<file path="src/rtl/coin_renderer.sv">
// coin_renderer
// Reads the 10-entry coin memory once per frame tick and paints a W x L block
// for every entry through the VGA adapter plot interface. Live coins use
// COIN_COLOUR; erased coins are overdrawn in BG_COLOUR (or skipped when
// ERASE_ABSENT=0). The number of live coins is published at the end of a pass.
//
// Ports:
//   clock        system clock, all logic on posedge
//   resetn       synchronous active-low reset
//   start        one-cycle frame tick, accepted only while idle
//   mem_q        coin word from RAM: [15]=exists, [14:7]=x, [6:0]=y
//   mem_address  coin RAM read address (RAM has a one-cycle read latency)
//   x, y, colour pixel coordinates and colour, aligned with plot
//   plot         pixel write strobe, at most one pixel per cycle
//   busy         high in every state except IDLE
//   done         one-cycle pulse in the DONE state
//   coins_left   exists=1 count from the last completed pass
//   dbg_state    current FSM state
//
// Handshake: start is a fire-and-forget pulse with no ready; it is taken only
// on a cycle where the FSM is in IDLE, otherwise it is dropped. plot has no
// backpressure: the adapter must accept a pixel on every cycle plot is high.
module coin_renderer #(
    parameter int          W            = 4,
    parameter int          L            = 4,
    parameter int          NUM_COINS    = 10,
    parameter logic [2:0]  COIN_COLOUR  = 3'b110,
    parameter logic [2:0]  BG_COLOUR    = 3'b000,
    parameter int          ERASE_ABSENT = 1,
    parameter int          X_MAX        = 159,
    parameter int          Y_MAX        = 119
) (
    input  logic        clock,
    input  logic        resetn,
    input  logic        start,
    input  logic [15:0] mem_q,
    output logic [4:0]  mem_address,
    output logic [7:0]  x,
    output logic [6:0]  y,
    output logic [2:0]  colour,
    output logic        plot,
    output logic        busy,
    output logic        done,
    output logic [3:0]  coins_left,
    output logic [2:0]  dbg_state
);

    localparam logic [2:0] S_IDLE  = 3'd0;
    localparam logic [2:0] S_ADDR  = 3'd1;
    localparam logic [2:0] S_FETCH = 3'd2;
    localparam logic [2:0] S_DRAW  = 3'd3;
    localparam logic [2:0] S_NEXT  = 3'd4;
    localparam logic [2:0] S_DONE  = 3'd5;

    logic [2:0] state;
    logic [3:0] idx;
    logic [3:0] live;
    logic       coin_exists;
    logic [7:0] cx;
    logic [6:0] cy;
    logic [2:0] px;
    logic [2:0] py;

    logic       px_last;
    logic       py_last;
    logic [2:0] nx_px;
    logic [2:0] nx_py;

    // Source of the pixel registered at the next edge: in FETCH it is the
    // first pixel of the word arriving on mem_q, in DRAW it is the next pixel
    // of the latched coin.
    logic       src_ex;
    logic [7:0] src_cx;
    logic [6:0] src_cy;
    logic [2:0] src_px;
    logic [2:0] src_py;
    logic [8:0] sum_x;
    logic [7:0] sum_y;
    logic       in_range;
    logic [2:0] src_colour;

    assign dbg_state = state;

    assign px_last = (px == 3'(W - 1));
    assign py_last = (py == 3'(L - 1));
    assign nx_px   = px_last ? 3'd0 : px + 3'd1;
    assign nx_py   = px_last ? py + 3'd1 : py;

    always_comb begin
        src_ex = coin_exists;
        src_cx = cx;
        src_cy = cy;
        src_px = nx_px;
        src_py = nx_py;
        if (state == S_FETCH) begin
            src_ex = mem_q[15];
            src_cx = mem_q[14:7];
            src_cy = mem_q[6:0];
            src_px = 3'd0;
            src_py = 3'd0;
        end
        // Widened sums so pixels running off the right/bottom edge are
        // detected instead of wrapping onto the screen.
        sum_x      = {1'b0, src_cx} + {6'b0, src_px};
        sum_y      = {1'b0, src_cy} + {5'b0, src_py};
        in_range   = (sum_x <= 9'(X_MAX)) && (sum_y <= 8'(Y_MAX));
        src_colour = src_ex ? COIN_COLOUR : BG_COLOUR;
    end

    always_ff @(posedge clock) begin
        if (!resetn) begin
            state       <= S_IDLE;
            idx         <= 4'd0;
            live        <= 4'd0;
            coin_exists <= 1'b0;
            cx          <= 8'd0;
            cy          <= 7'd0;
            px          <= 3'd0;
            py          <= 3'd0;
            mem_address <= 5'd0;
            x           <= 8'd0;
            y           <= 7'd0;
            colour      <= 3'd0;
            plot        <= 1'b0;
            busy        <= 1'b0;
            done        <= 1'b0;
            coins_left  <= 4'd0;
        end else begin
            plot <= 1'b0;
            done <= 1'b0;
            case (state)
                S_IDLE: begin
                    busy <= 1'b0;
                    if (start) begin
                        state       <= S_ADDR;
                        idx         <= 4'd0;
                        live        <= 4'd0;
                        mem_address <= 5'd0;
                        busy        <= 1'b1;
                    end
                end
                S_ADDR: begin
                    state <= S_FETCH;
                end
                S_FETCH: begin
                    coin_exists <= mem_q[15];
                    cx          <= mem_q[14:7];
                    cy          <= mem_q[6:0];
                    if (mem_q[15]) begin
                        live <= live + 4'd1;
                    end
                    if (mem_q[15] || (ERASE_ABSENT != 0)) begin
                        state  <= S_DRAW;
                        px     <= 3'd0;
                        py     <= 3'd0;
                        x      <= sum_x[7:0];
                        y      <= sum_y[6:0];
                        colour <= src_colour;
                        plot   <= in_range;
                    end else begin
                        state <= S_NEXT;
                    end
                end
                S_DRAW: begin
                    // The pixel for (px,py) is already on the outputs this
                    // cycle; only advance if it was not the last one.
                    if (px_last && py_last) begin
                        state <= S_NEXT;
                    end else begin
                        px     <= nx_px;
                        py     <= nx_py;
                        x      <= sum_x[7:0];
                        y      <= sum_y[6:0];
                        colour <= src_colour;
                        plot   <= in_range;
                    end
                end
                S_NEXT: begin
                    if (idx == 4'(NUM_COINS - 1)) begin
                        state      <= S_DONE;
                        done       <= 1'b1;
                        coins_left <= live;
                    end else begin
                        idx         <= idx + 4'd1;
                        mem_address <= {1'b0, idx + 4'd1};
                        state       <= S_ADDR;
                    end
                end
                S_DONE: begin
                    state <= S_IDLE;
                    busy  <= 1'b0;
                end
                default: begin
                    state <= S_IDLE;
                    busy  <= 1'b0;
                end
            endcase
        end
    end

endmodule

</file>
<file path="config.mk">
export PLATFORM = sky130hd
export DESIGN_NAME = coin_renderer
export DESIGN_NICKNAME = d
export VERILOG_FILES = /design/src/rtl/coin_renderer.sv
export SDC_FILE = /design/constraint.sdc
export NUM_CORES = 1
export LEC_CHECK = 0
export BUFFER_PORTS_ARGS = -buffer_cell sky130_fd_sc_hd__buf_4
export CORE_UTILIZATION = 50
export CTS_CLUSTER_SIZE = 16
export DETAILED_ROUTE_END_ITERATION = 16
export PLACE_DENSITY = 0.73
export SETUP_SLACK_MARGIN = 0.1
export SYNTH_ARGS = -nofsm -noshare
export SYNTH_HDL_FRONTEND = slang
export SYNTH_SLANG_ARGS = --single-unit
</file>
<file path="constraint.sdc">
create_clock -name clock -period 8.4 [get_ports clock]
set_clock_uncertainty 0.2 [all_clocks]
set_input_delay 0 -clock clock [delete_from_list [all_inputs] [get_ports clock]]
set_output_delay 0 -clock clock [all_outputs]
set_load 0.005 [all_outputs]
</file>
==> summary.txt, run 1 <==
Drt
  • Per-cell routed wire length: approximately 14 um
  • Via count: approximately 2500
  • Number of remaining DRC errors: 0
  • WL final: approximately 6400 um
  • Vias/cell: between 5 and 6
  • Detailed Route Iter0 Violations: ~220
  • Final ANT Viol Nets: 0
  • Drt first pass iters: 4

Synth
  • Synth cell types: roughly 50
  • Syn Area/Cell: approximately 8.3 sq um
  • Synth top area share: between 40% and 50%
  • Post-synth ARST share: 0%
  • Post-synth EDFFs: 0
  • FF+latch count, synth: 56
  • YS warnings: 0
  • Sequential-to-total area share from yosys stat: approximately two fifths
  • Synth area leaders: dfxtp_1, nand2_1, nor2_1
  • Cells after Synth: ~340
  • Main synth FF type: dfxtp_1
  • Post-Syn Area: 2780 sq um
  • Area leader, netlist: dfxtp_1

Floorplan
  • Core area: 5240 sq um
  • Chip Height: ~77 um
  • Initial Util: between 50 and 60%
  • Cell Rows: 26
  • Die Wd: around 77 um
  • Die Area: approximately 6000 sq um
  • Io pins: 52

Setup path
  • Buf/Inv on CP: 3
  • CP Capture Type: register
  • Critical path class: register to register
  • Cell family with most CP delay: buffers and inverters
  • Critical Path AT: between 4000 and 5000 ps
  • Slowest stage cell, crit path: dfxtp_1
  • CP peak stage delay: 600 ps
  • CP Launch Type: register
  • Required time of the critical path: 8460 ps
  • Crit path cell chain: nor3b_4 > buf_4 > nor3_1 > ha_1 > fa_1 > a21oi_1 > o21ai_0 > nand4_1 > dlygate4sd3_1 > o31ai_1 > nor4_1 > dlygate4sd3_1
  • Most used cell, CP: dlygate4sd3_1
  • Worst Path Max Fanout: 31

STA
  • Final Hold Viols: 0
  • Max-slew violations: 0
  • Fin Setup TNS: 0 ps
  • Setup-failing EPs final: 0
  • Final period util: 52.7%
  • RSZ-0062 raised after global routing: no
  • Fmax: roughly 230 MHz
  • Min Tclk post-route: 4430 ps
  • Worst Max-Slew Pin Slew: about 680 ps
  • Slew headroom: between 50% and 60%

Layout
  • Ant. Diodes: 0
  • Area of the multi-input gates: around 1500 sq um
  • Layout cells sized above 1: roughly 16%
  • Final net count: 430
  • # fillers: roughly 450
  • Final design instance area without fill: about 3500 sq um
  • Layout area overhead: 25.5%
  • Storage cell area: roughly 1100 sq um
  • Final Non-Filler Cells: about 470

Placement
  • # placed instances: about 440
  • Placed cell area: about 3200 sq um
  • Hpwl dp: around 4400 um
  • Placer congestion estimate: between 0.8 and 0.9
  • Port Buf Inserts: just under 50

Clock network
  • CTS clk-pin slew, worst paths: 100 ps
  • Clock Latency Late Sink: between 300 and 400 ps
  • Post_cts resized: 0
  • CTS root buffer: clkbuf_8
  • Postcts setup bufs: 0
  • TritonCTS Buffers: 5
  • Clock buffer depth: 2
  • H-tree Lvls: 2
  • Hold buffers post-CTS: 22
  • Clock Sinks: 56
  • TritonCTS clock tree: yes

Pwr
  • Static Leak: 0.00153 uW
  • Worst vdd ir: ~0.00010 V
  • PwrDens: ~160 nW/um^2

Hold path
  • HP Class: register to register

Run
  • Max-cap violations: 0

Global routing
  • Vias in the first global route: around 2300
  • Largest net degree at the start of global routing: 38
  • GRT Overall Usage: a little under a quarter
  • Initial antenna violation count: 0
  • Grt total ovfl: 0
  • First-pass GRT wire length: between 10000 and 15000 um

Run status
  • Status: finished clean
==> cells in the final DEF (no fill, tap or decap), types with 3 or more instances in the layout <==
master,Yosys,layout
a211oi_1,8,8
and2_1,6,6
nand2_1,55,55
o21ai_0,10,10
xor2_1,8,8
a21oi_1,21,21
nand4_1,5,5
and3_1,4,4
ha_1,12,12
inv_1,5,5
nor2_1,47,47
xnor2_1,6,6
nand3_1,11,11
o31ai_1,3,3
nor3_1,5,5
buf_4,3,51
mux2i_1,14,14
dlygate4sd3_1,0,22
dfxtp_1,56,56
a21o_1,3,3
clkbuf_8,0,5
nor4_1,3,3
==> worst paths after layout <==
check	slack, ps	startpoint	to	cells past startpoint
max	3970	dbg_state[1]	plot	12
min	260	y[0]	y[0]	2
max reg2reg	3970	dbg_state[1]	plot	12
min reg2reg	260	y[0]	y[0]	2
==> worst reg2reg max path: stages (launching register included) <==
cell,delay [ps]
dfxtp_1,600
nor3b_4,250
buf_4,380
nor3_1,150
ha_1,280
fa_1,430
a21oi_1,390
o21ai_0,160
nand4_1,100
dlygate4sd3_1,550
o31ai_1,70
nor4_1,220
dlygate4sd3_1,580
==> logic make-up (layout without fill, tap and decap cells) <==
kind of cell             count (synthesis)  count (layout)  share of synthesized area (%)
other                                    1               2                          0.135
flip-flops                              56              56                           40.4
multiplexers                            15              15                           5.46
AND/OR/NAND/NOR                        149             149                           24.6
buffers and inverters                   25              87                           4.19
AO/OA/AOI/OAI                           61              61                           14.0
XOR/XNOR                                14              14                           4.42
adder cells (fa/ha/maj)                 14              14                           6.85
==> stage by stage <==
| step | hold slack (ps) | setup WS [ps] | total power (uW) | utilization (%) |
|---|---|---|---|---|
| after floorplan | -64.0 | 5350 | 339 | - |
| after global placement | 90.8 | 5290 | 366 | 60.2 |
| after detailed placement | 91.2 | 5120 | 367 | 60.2 |
| after CTS | 264 | 4030 | 549 | 66.5 |
| after global routing | 294 | 3710 | 571 | 66.5 |
| final | 260 | 3970 | 545 | 66.5 |
==> metal layers <==
metal,track usage (%),share of wire [%],up-vias
met4,8.27,1.4,0
met1,30.9,48,1160
met2,36.8,45,63
met5,0,0,-
met3,4.31,5.6,6
li1,-,-,1275
==> area by class of cell <==
cell class | instances | area share, %
timing repair buffer | 73 | 17.3
inverter | 6 | 0.647
sequential | 56 | 32.2
clock buffer | 6 | 2.08
clock inverter | 2 | 1.01
tap | 70 | 2.51
multi-input combinational | 255 | 44.3
==> synth_stat cells, types with 2 or more instances <==
cell      number
a31oi_1        2
or4_1          2
clkbuf_1      12
ha_1          12
nand3_1       11
o21ai_1        2
o21ai_0       10
and3_1         4
dfxtp_1       56
inv_1          5
a21oi_1       21
buf_4          3
nor3_1         5
xnor2_1        6
and2_1         6
and3b_1        2
or3_1          2
mux2i_1       14
nor2b_1        2
fa_1           2
a211oi_1       8
nand2_1       55
nand2b_1       2
a21o_1         3
xor2_1         8
buf_2          3
nor2_1        47
nand4_1        5
o31ai_1        3
nor4_1         3
==> where the power goes <==
part	switching [uW]	leakage [uW]	internal, uW	total, uW
registers	8.47	0.000454	276	284
logic	45.9	0.00102	39.7	85.6
clock network	87.0	0.0000552	88.6	176
total	141	0.00153	404	545
==> flip-flops by register name (all words and copies together), names as in the netlist <==
register and flops:
colour 1, cx 8, cy 7, mem_address 4
dbg_state 3, plot 1, done 1, busy 1
py 3, coin_exists 1, y 7, coins_left 4
x 8, live 4, px 3
(Power assumes the default switching activity.)
==> inputs of run 2 (changes only) <==
==> constraint.sdc (replaced) <==
create_clock -name clock -period 4.25 [get_ports clock]
set_clock_uncertainty 0.2 [all_clocks]
set_input_delay 0 -clock clock [delete_from_list [all_inputs] [get_ports clock]]
set_output_delay 0 -clock clock [all_outputs]
set_load 0.005 [all_outputs]
==> summary.txt, run 2 (same netlist as run 1, synthesis figures left out) <==
Run status
  • Status: finished clean

Clock network
  • CTS clk-pin slew, worst paths: around 100 ps
  • Clock Latency Late Sink: 320 ps
  • TritonCTS clock tree: yes
  • TritonCTS Buffers: 5
  • Postcts setup bufs: 0
  • Post_cts resized: 0
  • Hold buffers post-CTS: 20
  • H-tree Lvls: 2
  • Clock Sinks: 56
  • Clock buffer depth: 2
  • CTS root buffer: clkbuf_8

Setup path
  • Required time of the critical path: ~4300 ps
  • CP Launch Type: register
  • Worst Path Max Fanout: 16
  • R2R depth: 10
  • Critical path class: register to register
  • Critical Path AT: approximately 3900 ps
  • CP Capture Type: register

Global routing
  • M1 GR Usage: between 30% and 40%
  • First-pass GRT wire length: around 11000 um
  • Grt total ovfl: 0
  • GR Util met2: 35.8%
  • Initial antenna violation count: 0
  • GRT Overall Usage: between 20% and 30%
  • Largest net degree at the start of global routing: 38
  • GRT busiest layer: met2
  • Grt met3 use: between 4 and 5%
  • Vias in the first global route: 2305

Layout
  • Final net count: approximately 430
  • Layout cells sized above 1: between 15 and 20%
  • Layout area overhead: 24.9%
  • Most frequent cells in the layout: dfxtp_1, nand2_1, buf_4
  • Final Non-Filler Cells: between 400 and 500
  • Regs by FF count: cx (8), x (8)
  • Ant. Diodes: 0
  • Commonest non-fill, non-tap cell in the layout: dfxtp_1

STA
  • Min Tclk post-route: approximately 3900 ps
  • Fmax: between 200 and 300 MHz
  • Setup-failing EPs final: 0
  • Max-slew violations: 0
  • Final Hold Viols: 0
  • Worst Max-Slew Pin Slew: between 700 and 800 ps
  • Final period util: between 90 and 100%
  • RSZ-0062 raised after global routing: no
  • Fin Setup TNS: 0 ps
  • Slew headroom: between 40% and 50%
  • Worst setup margin: 340 ps

Floorplan
  • Die Wd: 76.5 um
  • Cell Rows: 26
  • Io pins: 52
  • Core area: 5240 sq um
  • Chip Height: 76.5 um
  • Initial Util: between 50% and 60%
  • Die Area: between 5000 and 6000 sq um

Pwr
  • Register share of total power: a little over half
  • Static Leak: roughly 0.0015 uW
  • Combinational Power Share: 15.6%
  • Pint: roughly 800 uW
  • PwrDens: 311 nW/um^2
  • Net Sw Frac: 26.1%
  • Clock share of power: approximately a third
  • Worst vdd ir: approximately 0.00023 V
  • Switch Pwr: between 200 and 300 uW

Drt
  • Final ANT Viol Nets: 0
  • WL final: 6280 um
  • Number of remaining DRC errors: 0
  • Per-cell routed wire length: 13.5 um
  • Detailed Route Iter0 Violations: around 180
  • Via count: ~2500
  • Vias/cell: 5.34
  • Drt first pass iters: 4

Run
  • Max-cap violations: 0

Placement
  • Placer congestion estimate: approximately 0.9
  • # placed instances: around 440
  • Hpwl dp: ~4400 um
  • Placement Setup Slack: around 750 ps
  • Port Buf Inserts: a little under 50

Hold path
  • Hold path depth: 2
  • HP Class: register to register
## run 2: area by class of cell
type / instances / area [sq um]
Clock inverter: 3 / 42.5
Fill cell: 462 / 1770
Clock buffer: 5 / 68.8
Multi-Input combinational cell: 255 / 1540
Sequential cell: 56 / 1120
Tap cell: 70 / 87.6
Inverter: 6 / 22.5
Timing Repair Buffer: 71 / 583
## run 2: critical path, stage by stage (launching register included)
cell,delay (ps)
dfxtp_1,580
nor3b_4,750
nor3_1,140
ha_1,290
fa_1,440
a21oi_1,340
o21ai_0,150
nand4_1,110
dlygate4sd3_1,550
o31ai_1,70
nor4_1,200
## run 2: per-stage QoR
stage	power, uW	cell area (sq um)	hold slack (ps)	utilization (%)
after detailed placement	725	3160	94.2	60.2
after global placement	724	3160	96.6	60.2
after CTS	1080	3470	266	66.2
after floorplan	669	2780	-64.0	-
final	1080	3470	261	66.2
after global routing	1130	3470	293	66.2
## run 2: power by group through the flow
stage | sequential (uW) | clock, uW | combinational, uW
6_report | 562 | 349 | 168
5_1_grt | 565 | 378 | 186
4_1_cts | 561 | 355 | 167
3_5_place_dp | 573 | 0 | 152
3_3_place_gp | 573 | 0 | 151
2_1_floorplan | 568 | 0 | 101
## run 2: per-layer routing
metal / part of all wire [%] / routed length [um]
met1: 47 / 2960
met2: 45 / 2840
met3: 5.8 / 364
met4: 1.8 / 110
met5: 0 / 0
## run 2: final timing paths
kind              slack, ps    startpoint    to
setup reg to reg        340  dbg_state[1]  plot
setup / recovery        340  dbg_state[1]  plot
hold / removal          260          y[0]  y[0]
hold reg to reg         260          y[0]  y[0]
==> inputs of run 3 (changes only) <==
==> constraint.sdc (replaced) <==
create_clock -name clock -period 4.25 [get_ports clock]
set_clock_uncertainty 0.2 [all_clocks]
set_input_delay 0.2125 -clock clock [delete_from_list [all_inputs] [get_ports clock]]
set_output_delay 0.2125 -clock clock [all_outputs]
set_load 0.005 [all_outputs]
==> summary.txt, run 3 (same netlist as run 1, synthesis figures left out) <==
Drt
  • Vias/cell: 5.39
  • Detailed Route Iter0 Violations: 146
  • Per-cell routed wire length: roughly 14 um
  • Via count: between 2000 and 2500
  • Number of remaining DRC errors: 0
  • Drt first pass iters: 5
  • WL final: roughly 6000 um
  • Final ANT Viol Nets: 0

Floorplan
  • Die Area: 5850 sq um
  • Initial Util: a little over half
  • Io pins: between 50 and 60
  • Chip Height: 76.5 um
  • Core area: roughly 5200 sq um
  • Die Wd: about 77 um
  • Cell Rows: 26

Clock network
  • H-tree Lvls: 2
  • Clock buffer depth: 2
  • Postcts setup bufs: 0
  • TritonCTS clock tree: yes
  • Clock Sinks: 56
  • CTS root buffer: clkbuf_8
  • Clock Latency Late Sink: about 320 ps
  • CTS clk-pin slew, worst paths: 100 ps
  • TritonCTS Buffers: 5

Setup path
  • Worst Path Max Fanout: 16
  • CP Capture Type: register
  • Critical Path AT: 3530 ps
  • Critical path class: register to register
  • Required time of the critical path: roughly 4300 ps
  • CP Launch Type: register

Layout
  • Regs by FF count: cx (8), x (8)
  • Final net count: roughly 410
  • Most frequent cells in the layout: dfxtp_1, nand2_1, buf_4
  • # fillers: 478
  • Ant. Diodes: 0
  • Layout area overhead: 18.8%
  • Commonest non-fill, non-tap cell in the layout: dfxtp_1
  • Final design instance area without fill: approximately 3300 sq um
  • Final Non-Filler Cells: 449
  • Finished Core Util: approximately 63%
  • Layout cells sized above 1: approximately 17%

STA
  • Final period util: between 80 and 90%
  • Min Tclk post-route: between 3000 and 4000 ps
  • Setup-failing EPs final: 0
  • Fmax: between 200 and 300 MHz
  • RSZ-0062 raised after global routing: no
  • Final Hold Viols: 0
  • Slew headroom: 48.1%
  • Fin Setup TNS: 0 ps
  • Max-slew violations: 0
  • Worst Max-Slew Pin Slew: 777 ps

Pwr
  • Worst vdd ir: 0.000231 V
  • PwrDens: approximately 320 nW/um^2
  • Total chip power: 1070 uW
  • Static Leak: approximately 0.0014 uW

Placement
  • Port Buf Inserts: 49
  • Hpwl dp: between 4000 and 5000 um
  • Placer congestion estimate: between 0.8 and 0.9
  • # placed instances: around 440
  • Placed cell area: ~3200 sq um

Global routing
  • GRT Overall Usage: 22.3%
  • First-pass GRT wire length: 10400 um
  • Initial antenna violation count: 0
  • Grt total ovfl: 0
  • Vias in the first global route: approximately 2200
  • Largest net degree at the start of global routing: 38

Run status
  • Status: finished clean

Hold path
  • HP Class: input port to register

Run
  • Max-cap violations: 0
## run 3: cell types whose count changed in the layout (fill, tap and decap cells not counted)
cell,previous run,this run
dlygate4sd3_1,20,3
## run 3: worst paths after layout
| path | from | slack [ps] | to | depth (start not counted) |
|---|---|---|---|---|
| worst max-delay path | dbg_state[1] | 750 | plot | 10 |
| worst min-delay path | mem_q[11] | 10 | cx[4] | 3 |
| worst max register to register | dbg_state[1] | 750 | plot | 10 |
| worst min register to register | y[0] | 260 | y[0] | 2 |
## run 3: per-layer routing
layer	track usage (%)	part of all wire, %	vias to the layer above	routed length, um
li1	-	-	1233	-
met1	30.3	49	1108	2980
met2	34.4	44	70	2720
met3	4.31	5.2	9	317
met4	9.62	1.5	0	93
met5	0	0	-	0
## run 3: where the power goes
group	total (uW)	switching, uW	leakage [uW]	internal (uW)
combinational	155	87.7	0.000936	67.7
clock	350	175	0.0000541	175
sequential	562	16.7	0.000454	545
## run 3: area by class of cell
| class | instances | area, sq um | area share (%) |
|---|---|---|---|
| multi-input cells | 255 | 1540 | 46.8 |
| flip-flops and latches | 56 | 1120 | 34.0 |
| repair buffers | 54 | 413 | 12.5 |
| well taps | 70 | 87.6 | 2.66 |
| clock buffers | 5 | 68.8 | 2.09 |
| clock inverters | 3 | 42.5 | 1.29 |
| inverters | 6 | 22.5 | 0.683 |
## run 3: through the flow
stage / hold WS [ps] / setup WS, ps
after floorplan: 148 / 1200
after global placement: 245 / 897
after detailed placement: 252 / 752
after CTS: 8.67 / 762
after global routing: 22.5 / 457
final: 9.60 / 748
## run 3: timing repair
| item | CTS | global route |
|---|---|---|
| hold buffers | 3 | 0 |
| endpoints found under the hold margin | 3 | 0 |
| resized for setup | 0 | 0 |
## run 3: worst max-delay path, stage by stage, from the launching register on
cell and delay (ps):
dfxtp_1 570, nor3b_4 740, buf_4 360, nand2_1 80, nand2_1 130, ha_1 260
a211oi_1 390, nor3_1 100, o31ai_1 250, nor3_1 90, nor4_1 260
